`src/rtl/alu_pkg.sv`:
```
// Shared op codes, FSM state encoding and op classification for seq_alu.
package alu_pkg;

  localparam int unsigned OP_W  = 3;
  localparam int unsigned NZP_W = 3;

  localparam logic [OP_W-1:0] OP_ADD   = 3'd0;
  localparam logic [OP_W-1:0] OP_AND   = 3'd1;
  localparam logic [OP_W-1:0] OP_XOR   = 3'd2;
  localparam logic [OP_W-1:0] OP_PASSA = 3'd3;
  localparam logic [OP_W-1:0] OP_LSHF  = 3'd4;
  localparam logic [OP_W-1:0] OP_RSHFL = 3'd5;
  localparam logic [OP_W-1:0] OP_RSHFA = 3'd6;
  localparam logic [OP_W-1:0] OP_PASSB = 3'd7;

  // Condition codes of a zero result.
  localparam logic [NZP_W-1:0] NZP_ZERO = 3'b010;

  typedef enum logic [1:0] {
    IDLE  = 2'd0,
    SHIFT = 2'd1,
    DONE  = 2'd2
  } state_t;

  function automatic logic is_shift(input logic [OP_W-1:0] op);
    return (op == OP_LSHF) || (op == OP_RSHFL) || (op == OP_RSHFA);
  endfunction

endpackage

```
`src/rtl/seq_alu_if.sv`:
```
// Request/result handshake bundle between the register-read stage and seq_alu.
interface seq_alu_if #(
  parameter int unsigned WIDTH   = 16,
  parameter int unsigned SHAMT_W = $clog2(WIDTH)
);

  logic                      in_valid;
  logic                      in_ready;
  logic [alu_pkg::OP_W-1:0]  op;
  logic [WIDTH-1:0]          a;
  logic [WIDTH-1:0]          b;
  logic [SHAMT_W-1:0]        amount;
  logic                      out_valid;
  logic                      out_ready;
  logic [WIDTH-1:0]          result;
  logic [alu_pkg::NZP_W-1:0] nzp;

  modport master (
    output in_valid, op, a, b, amount, out_ready,
    input  in_ready, out_valid, result, nzp
  );

  modport slave (
    input  in_valid, op, a, b, amount, out_ready,
    output in_ready, out_valid, result, nzp
  );

endinterface

```
`src/rtl/alu_comb.sv`:
```
// Single-cycle ALU ops plus the NZP generator shared with the shift path.
module alu_comb
  import alu_pkg::*;
#(
  parameter int unsigned WIDTH = 16
) (
  input  logic [OP_W-1:0]  i_op,
  input  logic [WIDTH-1:0] i_a,
  input  logic [WIDTH-1:0] i_b,
  input  logic [WIDTH-1:0] i_nzp_src,
  output logic [WIDTH-1:0] o_result_c,
  output logic [NZP_W-1:0] o_nzp_c
);

  logic w_n;
  logic w_z;

  // Shift ops fall through to PASSA so a zero-count shift returns a.
  always_comb begin
    o_result_c = i_a;
    case (i_op)
      OP_ADD:   o_result_c = i_a + i_b;
      OP_AND:   o_result_c = i_a & i_b;
      OP_XOR:   o_result_c = i_a ^ i_b;
      OP_PASSB: o_result_c = i_b;
      default:  o_result_c = i_a;
    endcase
  end

  assign w_n     = i_nzp_src[WIDTH-1];
  assign w_z     = (i_nzp_src == '0);
  assign o_nzp_c = {w_n, w_z, ~w_n & ~w_z};

endmodule

```
`src/rtl/seq_alu.sv`:
```
// Handshaked LC-3b ALU with an iterative one-bit-per-cycle shifter and NZP codes.
module seq_alu
  import alu_pkg::*;
#(
  parameter int unsigned WIDTH   = 16,
  parameter int unsigned SHAMT_W = $clog2(WIDTH)
) (
  input logic      clk,
  input logic      rst,
  seq_alu_if.slave bus
);

  state_t             r_state;
  logic [OP_W-1:0]    r_op;
  logic [WIDTH-1:0]   r_acc;
  logic [SHAMT_W-1:0] r_cnt;
  logic [WIDTH-1:0]   r_result;
  logic [NZP_W-1:0]   r_nzp;

  logic [WIDTH-1:0]   w_shift;
  logic [WIDTH-1:0]   w_alu;
  logic [WIDTH-1:0]   w_nzp_src;
  logic [NZP_W-1:0]   w_nzp;

  // One-bit step of the accumulator in the captured direction.
  always_comb begin
    w_shift = r_acc;
    case (r_op)
      OP_LSHF:  w_shift = {r_acc[WIDTH-2:0], 1'b0};
      OP_RSHFL: w_shift = {1'b0, r_acc[WIDTH-1:1]};
      OP_RSHFA: w_shift = {r_acc[WIDTH-1], r_acc[WIDTH-1:1]};
      default:  w_shift = r_acc;
    endcase
  end

  assign w_nzp_src = (r_state == SHIFT) ? w_shift : w_alu;

  alu_comb #(
    .WIDTH (WIDTH)
  ) u_alu_comb (
    .i_op       (bus.op),
    .i_a        (bus.a),
    .i_b        (bus.b),
    .i_nzp_src  (w_nzp_src),
    .o_result_c (w_alu),
    .o_nzp_c    (w_nzp)
  );

  always_ff @(posedge clk) begin
    if (rst) begin
      r_state  <= IDLE;
      r_op     <= OP_ADD;
      r_acc    <= '0;
      r_cnt    <= '0;
      r_result <= '0;
      r_nzp    <= NZP_ZERO;
    end else begin
      case (r_state)
        IDLE: begin
          if (bus.in_valid) begin
            if (is_shift(bus.op) && (bus.amount != '0)) begin
              r_op    <= bus.op;
              r_acc   <= bus.a;
              r_cnt   <= bus.amount;
              r_state <= SHIFT;
            end else begin
              r_result <= w_alu;
              r_nzp    <= w_nzp;
              r_state  <= DONE;
            end
          end
        end
        SHIFT: begin
          r_acc <= w_shift;
          r_cnt <= r_cnt - SHAMT_W'(1);
          if (r_cnt == SHAMT_W'(1)) begin
            r_result <= w_shift;
            r_nzp    <= w_nzp;
            r_state  <= DONE;
          end
        end
        DONE: begin
          if (bus.out_ready) begin
            r_state <= IDLE;
          end
        end
        default: r_state <= IDLE;
      endcase
    end
  end

  assign bus.in_ready  = (r_state == IDLE);
  assign bus.out_valid = (r_state == DONE);
  assign bus.result    = r_result;
  assign bus.nzp       = r_nzp;

endmodule

```
`src/flat_wrapper.sv`:
```
// flat-port wrapper written by rule: the top's interface ports become plain ports
module seq_alu_flat import alu_pkg::*;
#(
  parameter int unsigned WIDTH   = 16,
  parameter int unsigned SHAMT_W = $clog2(WIDTH)
)
  (clk, rst, bus_in_valid, bus_op, bus_a, bus_b, bus_amount, bus_out_ready, bus_in_ready, bus_out_valid, bus_result, bus_nzp);
  seq_alu_if #(.WIDTH(WIDTH), .SHAMT_W(SHAMT_W)) bus_i ();
  input logic clk;
  input logic rst;
  input wire logic [$bits(bus_i.in_valid)-1:0] bus_in_valid;
  input wire logic [$bits(bus_i.op)-1:0] bus_op;
  input wire logic [$bits(bus_i.a)-1:0] bus_a;
  input wire logic [$bits(bus_i.b)-1:0] bus_b;
  input wire logic [$bits(bus_i.amount)-1:0] bus_amount;
  input wire logic [$bits(bus_i.out_ready)-1:0] bus_out_ready;
  output wire logic [$bits(bus_i.in_ready)-1:0] bus_in_ready;
  output wire logic [$bits(bus_i.out_valid)-1:0] bus_out_valid;
  output wire logic [$bits(bus_i.result)-1:0] bus_result;
  output wire logic [$bits(bus_i.nzp)-1:0] bus_nzp;
  assign bus_i.in_valid = bus_in_valid;
  assign bus_i.op = bus_op;
  assign bus_i.a = bus_a;
  assign bus_i.b = bus_b;
  assign bus_i.amount = bus_amount;
  assign bus_i.out_ready = bus_out_ready;
  assign bus_in_ready = bus_i.in_ready;
  assign bus_out_valid = bus_i.out_valid;
  assign bus_result = bus_i.result;
  assign bus_nzp = bus_i.nzp;
  seq_alu #(.WIDTH(WIDTH), .SHAMT_W(SHAMT_W)) u_core (.clk(clk), .rst(rst), .bus(bus_i));
endmodule
```
`config.mk`:
```
export PLATFORM = sky130hd
export DESIGN_NAME = seq_alu_flat
export DESIGN_NICKNAME = d
export VERILOG_FILES = /design/src/rtl/alu_pkg.sv /design/src/rtl/seq_alu_if.sv /design/src/rtl/alu_comb.sv /design/src/rtl/seq_alu.sv /design/src/flat_wrapper.sv
export SDC_FILE = /design/constraint.sdc
export NUM_CORES = 1
export LEC_CHECK = 0
export CORE_MARGIN = 5
export CORE_UTILIZATION = 57
export CTS_CLUSTER_SIZE = 12
export DETAILED_ROUTE_END_ITERATION = 12
export MAX_ROUTING_LAYER = met4
export PLACE_DENSITY_LB_ADDON = 0.3
export SLEW_MARGIN = 20
export SYNTH_ARGS = -nofsm -noshare
export SYNTH_HDL_FRONTEND = slang
export SYNTH_HIERARCHICAL = 1
export SYNTH_SLANG_ARGS = --single-unit
```
`constraint.sdc`:
```
create_clock -name clk -period 6.4 [get_ports clk]
set_input_delay 1.6 -clock clk [delete_from_list [all_inputs] [get_ports clk]]
set_output_delay 1.6 -clock clk [all_outputs]
set_load 0.05 [all_outputs]
```
==> results of run 1 <==
worst max-delay path: stages:
cell and delay [ps]:
clkdlybuf4s50_1 470, ha_1 270, fa_1 420, a21oi_2 180, nor2_1 70, or3_4 400, a32o_2 320, o2111a_1 240
nor3_1 300, nand2_1 110, nand2_1 100, nor4_1 50, and4_1 180, and3_1 140, a211o_1 260
worst paths after layout:
kind / startpoint / end / slack [ps] / cells after the start
worst max register to register: u_core/r_state[0] / u_core/bus.nzp[0] / 2880 / 10
worst min register to register: u_core/bus.result[15] / u_core/bus.result[15] / 490 / 2
worst max-delay path: bus_a[0] / u_core/bus.nzp[1] / 1470 / 15
worst min-delay path: u_core/bus.result[15] / u_core/bus.result[15] / 490 / 2
power by group through the flow:
stage / sequential, mW / clock [mW] / combinational (mW)
3_3_place_gp: 0.339 / 0 / 0.407
2_1_floorplan: 0.372 / 0 / 0.263
6_report: 0.335 / 0.183 / 0.426
3_5_place_dp: 0.340 / 0 / 0.417
4_1_cts: 0.334 / 0.182 / 0.418
5_1_grt: 0.339 / 0.195 / 0.456
cells by family (layout without fill, tap and decap cells):
group | Yosys count | after routing
xor gates and xnor gates | 12 | 12
muxes | 14 | 14
DFF | 44 | 44
buffers and inverters | 59 | 89
adders and majority gates | 19 | 19
and+or+nand+nor | 182 | 182
AOI/OAI and AO/OA | 227 | 227
routing by layer:
metal  global-route usage [%]  up-vias  wire length (microns)
met3                     3.28       44                    989
met4                     11.9        0                    378
li1                         -     2198                      -
met2                     50.8      219                   6650
met5                        -        -                      0
met1                     36.9     2238                   5490
area by class of cell:
type / instances / area share, %
Multi-Input combinational cell: 454 / 63.0
Sequential cell: 44 / 18.0
Clock buffer: 8 / 1.84
Timing Repair Buffer: 69 / 13.8
Tap cell: 99 / 2.53
Inverter: 12 / 0.919
placed cells by master (no fill, tap or decap), types with 11 or more instances in the layout:
| cell | synthesis | layout |
|---|---|---|
| a21oi_1 | 70 | 70 |
| clkdlybuf4s50_1 | 0 | 63 |
| nand2_1 | 49 | 49 |
| dfxtp_1 | 44 | 44 |
| nor2_1 | 31 | 31 |
| o21ai_0 | 31 | 31 |
| nand2b_1 | 24 | 24 |
| a311oi_1 | 22 | 22 |
| ha_1 | 18 | 18 |
| o22ai_1 | 15 | 15 |
| nor2b_1 | 11 | 11 |
| mux2i_1 | 11 | 11 |
| nand3_1 | 11 | 11 |
registers in the layout, indices dropped and copies added, names as in the netlist:
name               flops
u_core/bus.result     16
u_core/r_acc          16
u_core/r_cnt           4
u_core/bus.nzp         3
u_core/r_op            3
u_core/r_state         2
metrics by stage:
stage | hold slack (ps) | utilization (%) | power, mW | instances
2_1_floorplan | 460 | - | 0.634 | 557
3_3_place_gp | 466 | 66.3 | 0.746 | 678
3_5_place_dp | 475 | 66.3 | 0.757 | 678
4_1_cts | 487 | 67.6 | 0.934 | 686
5_1_grt | 523 | 67.6 | 0.991 | 686
6_report | 491 | 67.6 | 0.944 | 686
==> flow_summary.toml, run 1 <==
[sta]
finalHoldViolCount = 0
fin_crit_sh_pct = 77.0
tns_ps = 0
setup_slack_ps = 1470
fin_crit_ps = 4930
max_slew_margin_pct = 36.7
slew_viol_final = 0
setup_viol = 0
worstMarginPinSlew_ps = 948
fmax_mhz = 203
rsz0062_at_grt = "false"
clock_skew_ps = 5.48

[critical_path]
critPathCaptureType = "flop"
crit_required_ps = 6590
worstSetupPathType = "input port to flop"
critPathLaunchType = "input port"
cp_max_fo = 5
worstPathArrival_ps = 5120

[detailed_routing]
drt_iter0_markers = 422
routed-via-count = 4699
wl_per_cell_microns = 19.7
drc_errors = 0
ant_nets = 0
via_per_inst = 6.85
postRouteWirelength_microns = 13500
firstDrtPassIters = 5

[logic_synthesis]
synth_top_family_by_area = "compound AO/OA/AOI/OAI gates"
synth_compound_area_share_pct = 38.6
synth-edff-count = 0
ys_dominant_reg_cell = "dfxtp_1"
post-synth-top-area-fraction_pct = 20.7
syn_inst = 557
syn_area_per_cell_sq_um = 7.62
yosys.area_share.simple_pct = 22.4
synth_xor_area_share_pct = 2.48
synth-seq-cells = 44
ys_types = 71
synthTopCellsByCount = "a21oi_1 (70), nand2_1 (49), dfxtp_1 (44), nor2_1 (31), o21ai_0 (31)"
synth_area_leaders = "dfxtp_1 (21%), a21oi_1 (8.3%), ha_1 (5.3%)"
synth_most_common_cell = "a21oi_1"
yosysWarnings = 6
async_flop_share_pct = 0
synth_top_area_cell = "dfxtp_1"
synthMuxAreaShare_pct = 3.39
syn_nets = 619
yosys.area_share.adder_pct = 5.78
seq_area_frac_synth_pct = 20.7
netlist_area_sq_um = 4250

[floorplanning]
num_rows = 31
die_h_microns = 96.3
core_area_sq_um = 7250
dieArea_sq_um = 9270
io_pins = 64
die-width_microns = 96.3
start_util_pct = 58.5

[grt]
antenna_found_initial = 0
overflow = 0
grt_pass1_vias = 4415
grt_usage_pct = 30.2
grt_start_max_net_pins = 43
grt_pass1_wl_microns = 21700

[clock_network]
cts_setup_buffers = 0
root_buffer = "clkbuf_8"
cts_resized = 0
insertion_delay_ps = 300
cts_inserted_buffers = 5
cts.path.max_buffers = 2
holdBufCountCts = 0
clk_pin_slew_worst_paths_ps = 80
clock-sinks = 44
cts_max_level = 2
cts_tree = "done"

[power]
seq_power_share_pct = 35.5
clockPowerShare_pct = 19.4
intPower_mw = 0.557
ir_drop_uv = 93.4
switching_share_pct = 41.0
p_leak_nw = 1.80
p_sw_mw = 0.386
powerDensity_nw_per_um2 = 192
comb_power_share_pct = 45.1

[placement]
portBuffers = 63
pre_cts_slack_ps = 1220
place.gp.congestion = 0.990
dp_hpwl_microns = 9900
placedInstanceArea_sq_um = 4810

[layout]
final_area_sq_um = 4900
multi_input_area_sq_um = 3090
regArea_sq_um = 881
n_antenna_cell = 0
post_route_cells_drive_above_1_share_pct = 8.69
fill_cells = 631
synthToLayoutAreaGrowth_pct = 15.5
final_nets = 648

[run_status]
status = "finished clean"

[worst_hold_path]
hold_path.class = "flop to flop"

[run]
cap_viol_max_count = 0
Power figures use the tool's default switching activity.
==> run 2, diff against run 1 <==
--- a/config.mk
+++ b/config.mk
@@ -6,7 +6,7 @@
 export NUM_CORES = 1
 export LEC_CHECK = 0
 export CORE_MARGIN = 5
-export CORE_UTILIZATION = 57
+export CORE_UTILIZATION = 50
 export CTS_CLUSTER_SIZE = 12
 export DETAILED_ROUTE_END_ITERATION = 12
 export MAX_ROUTING_LAYER = met4
==> constraint.sdc (replaced) <==
create_clock -name clk -period 4.5 [get_ports clk]
set_input_delay 1.125 -clock clk [delete_from_list [all_inputs] [get_ports clk]]
set_output_delay 1.125 -clock clk [all_outputs]
set_load 0.05 [all_outputs]
==> run 2 against run 1 <==
  * Critical path depth up 2
  * Final cell count up 3.4%
  * Sequential share of layout area down 0.59 points
  * Worst setup slack worse by 1300 ps
  * Cell area up 3.4%
  * Die area up 13%
  * Non-clock buffer count up 17
  * Global-route usage down 3.8 points
  * Critical endpoint is now u_core/bus.nzp[0]
==> flow_summary.toml, run 2 (synthesis results as in run 1) <==
[clock_network]
insertion_delay_ps = 310
cts_max_level = 2
cts_inserted_buffers = 5
cts_tree = "done"
clock-sinks = 44
cts.path.max_buffers = 2
clk_pin_slew_worst_paths_ps = 90
root_buffer = "clkbuf_8"

[critical_path]
r2r_cells = 8
cpPeakStageDelay_ps = 490
cp.depth = 17
crit_path_end = "u_core/bus.nzp[0]"
crit_chain = "clkdlybuf4s50_1 > ha_1 > fa_1 > a21oi_2 > nor2_1 > or3_4 > a32o_2 > buf_4 > nor3_1 > nor3_2 > nand2_1 > nand2_1 > nor4_1 > and4_1 > nor2_1 > nand3_1 > a21oi_1"
cp_max_fo = 4
crit_start = "bus_a[0]"
critPathBufInv = 2
r2r-end = "u_core/bus.nzp[0]"
critPathCaptureType = "flop"
r2r_slack_ps = 1290
crit_family = "simple AND/OR/NAND/NOR gates"
crit_required_ps = 4680
worstPathArrival_ps = 4520
worstSetupPathType = "input port to flop"
slowest_stage = "clkdlybuf4s50_1"
critPathLaunchType = "input port"
crit-reg2reg-launch = "u_core/r_state[0]"

[placement]
dp_hpwl_microns = 10100
placedCellCount = 701
portBuffers = 63
place.gp.congestion = 1.00

[layout]
fin_util_pct = 61.4
synthToLayoutAreaGrowth_pct = 19.4
layout_common_cells = "a21oi_1 (70), clkdlybuf4s50_1 (63), nand2_1 (49), dfxtp_1 (44)"
post_route_cells_drive_above_1_share_pct = 11.8
multi_input_area_sq_um = 3090
layout_commonest_cell = "a21oi_1"
fill_cells = 763
n_antenna_cell = 0
fin_cells = 709
final_nets = 665
regArea_sq_um = 881

[sta]
finalHoldViolCount = 0
max_slew_margin_pct = 36.6
setup_viol = 0
fin_crit_ps = 4340
fin_crit_sh_pct = 96.4
worstMarginPinSlew_ps = 949
slew_viol_final = 0
fmax_mhz = 231
clock_skew_ps = 7.23

[power]
ir_drop_uv = 142
fin_total_pwr_mw = 1.41
p_leak_nw = 1.90
powerDensity_nw_per_um2 = 279

[floorplanning]
die_h_microns = 102
num_rows = 33
core_area_sq_um = 8260
io_pins = 64
start_util_pct = 51.4
die-width_microns = 102
dieArea_sq_um = 10400

[detailed_routing]
via_per_inst = 6.58
routed-via-count = 4668
firstDrtPassIters = 5
drt_iter0_markers = 423
postRouteWirelength_microns = 13300
wl_per_cell_microns = 18.7
ant_nets = 0
drc_errors = 0

[grt]
overflow = 0
grt_start_max_net_pins = 44
grt_pass1_wl_microns = 21600
grt_usage_pct = 26.3
grt_pass1_vias = 4429
antenna_found_initial = 0

[run_status]
status = "finished clean"

[worst_hold_path]
holdPathStages = 2
hold_path.class = "flop to flop"

[run]
cap_viol_max_count = 0
-- run 2: worst register-to-register path: cells and delay by family (launching register included) --
family	cells	cell delay, ps
simple gates	6	1480
compound gates	2	650
flops	1	950
-- run 2: metrics by stage --
step / setup WS [ps] / hold WS [ps] / area [sq um] / TNS, ps
final: 163 / 492 / 5070 / 0
after detailed placement: -120 / 475 / 4950 / -146
after floorplan: 492 / 460 / 4250 / 0
after CTS: 199 / 492 / 5060 / 0
after global routing: -0.00222 / 526 / 5070 / -0.00222
after global placement: -69.7 / 465 / 4950 / -69.7
-- run 2: what timing repair did --
| item | 4_1_cts | 5_1_grt |
|---|---|---|
| setup buffers | 0 | 0 |
| endpoints found under the setup margin | 0 | 1 |
| hold buffers | 0 | 0 |
| gates resized for setup | 0 | 1 |
-- run 2: worst min path at each step --
stage | from | endpoint | slack (ps)
detailed placement | u_core/bus.nzp[2] | u_core/bus.nzp[2] | 480
floorplan | u_core/r_cnt[1] | u_core/r_cnt[1] | 460
global route | u_core/bus.nzp[2] | u_core/bus.nzp[2] | 530
CTS | u_core/bus.nzp[2] | u_core/bus.nzp[2] | 490
global placement | u_core/bus.result[15] | u_core/bus.result[15] | 470
finish | u_core/bus.result[15] | u_core/bus.result[15] | 490
-- run 2: cell type report --
| type | instances | area share, % |
|---|---|---|
| clock inverters | 3 | 0.914 |
| multi-input cells | 454 | 61.0 |
| well taps | 105 | 2.59 |
| inverters | 12 | 0.889 |
| flip-flops and latches | 44 | 17.4 |
| clock buffers | 5 | 1.36 |
| repair buffers | 86 | 15.9 |
-- run 2: report_power, final --
group,switching (mW),leakage [nW],internal [mW]
clock network,0.152,0.0548,0.167
logic,0.366,1.48,0.252
registers,0.0470,0.362,0.430
-- run 2: layer usage --
metal | GRT usage, % | routed length [microns] | share of wire (%) | up-vias
met5 | - | 0 | 0 | -
met4 | 8.98 | 312 | 2.4 | 0
met3 | 2.59 | 1090 | 8.2 | 26
met2 | 42.1 | 6320 | 48 | 217
met1 | 34.9 | 5540 | 42 | 2196
li1 | - | - | - | 2229
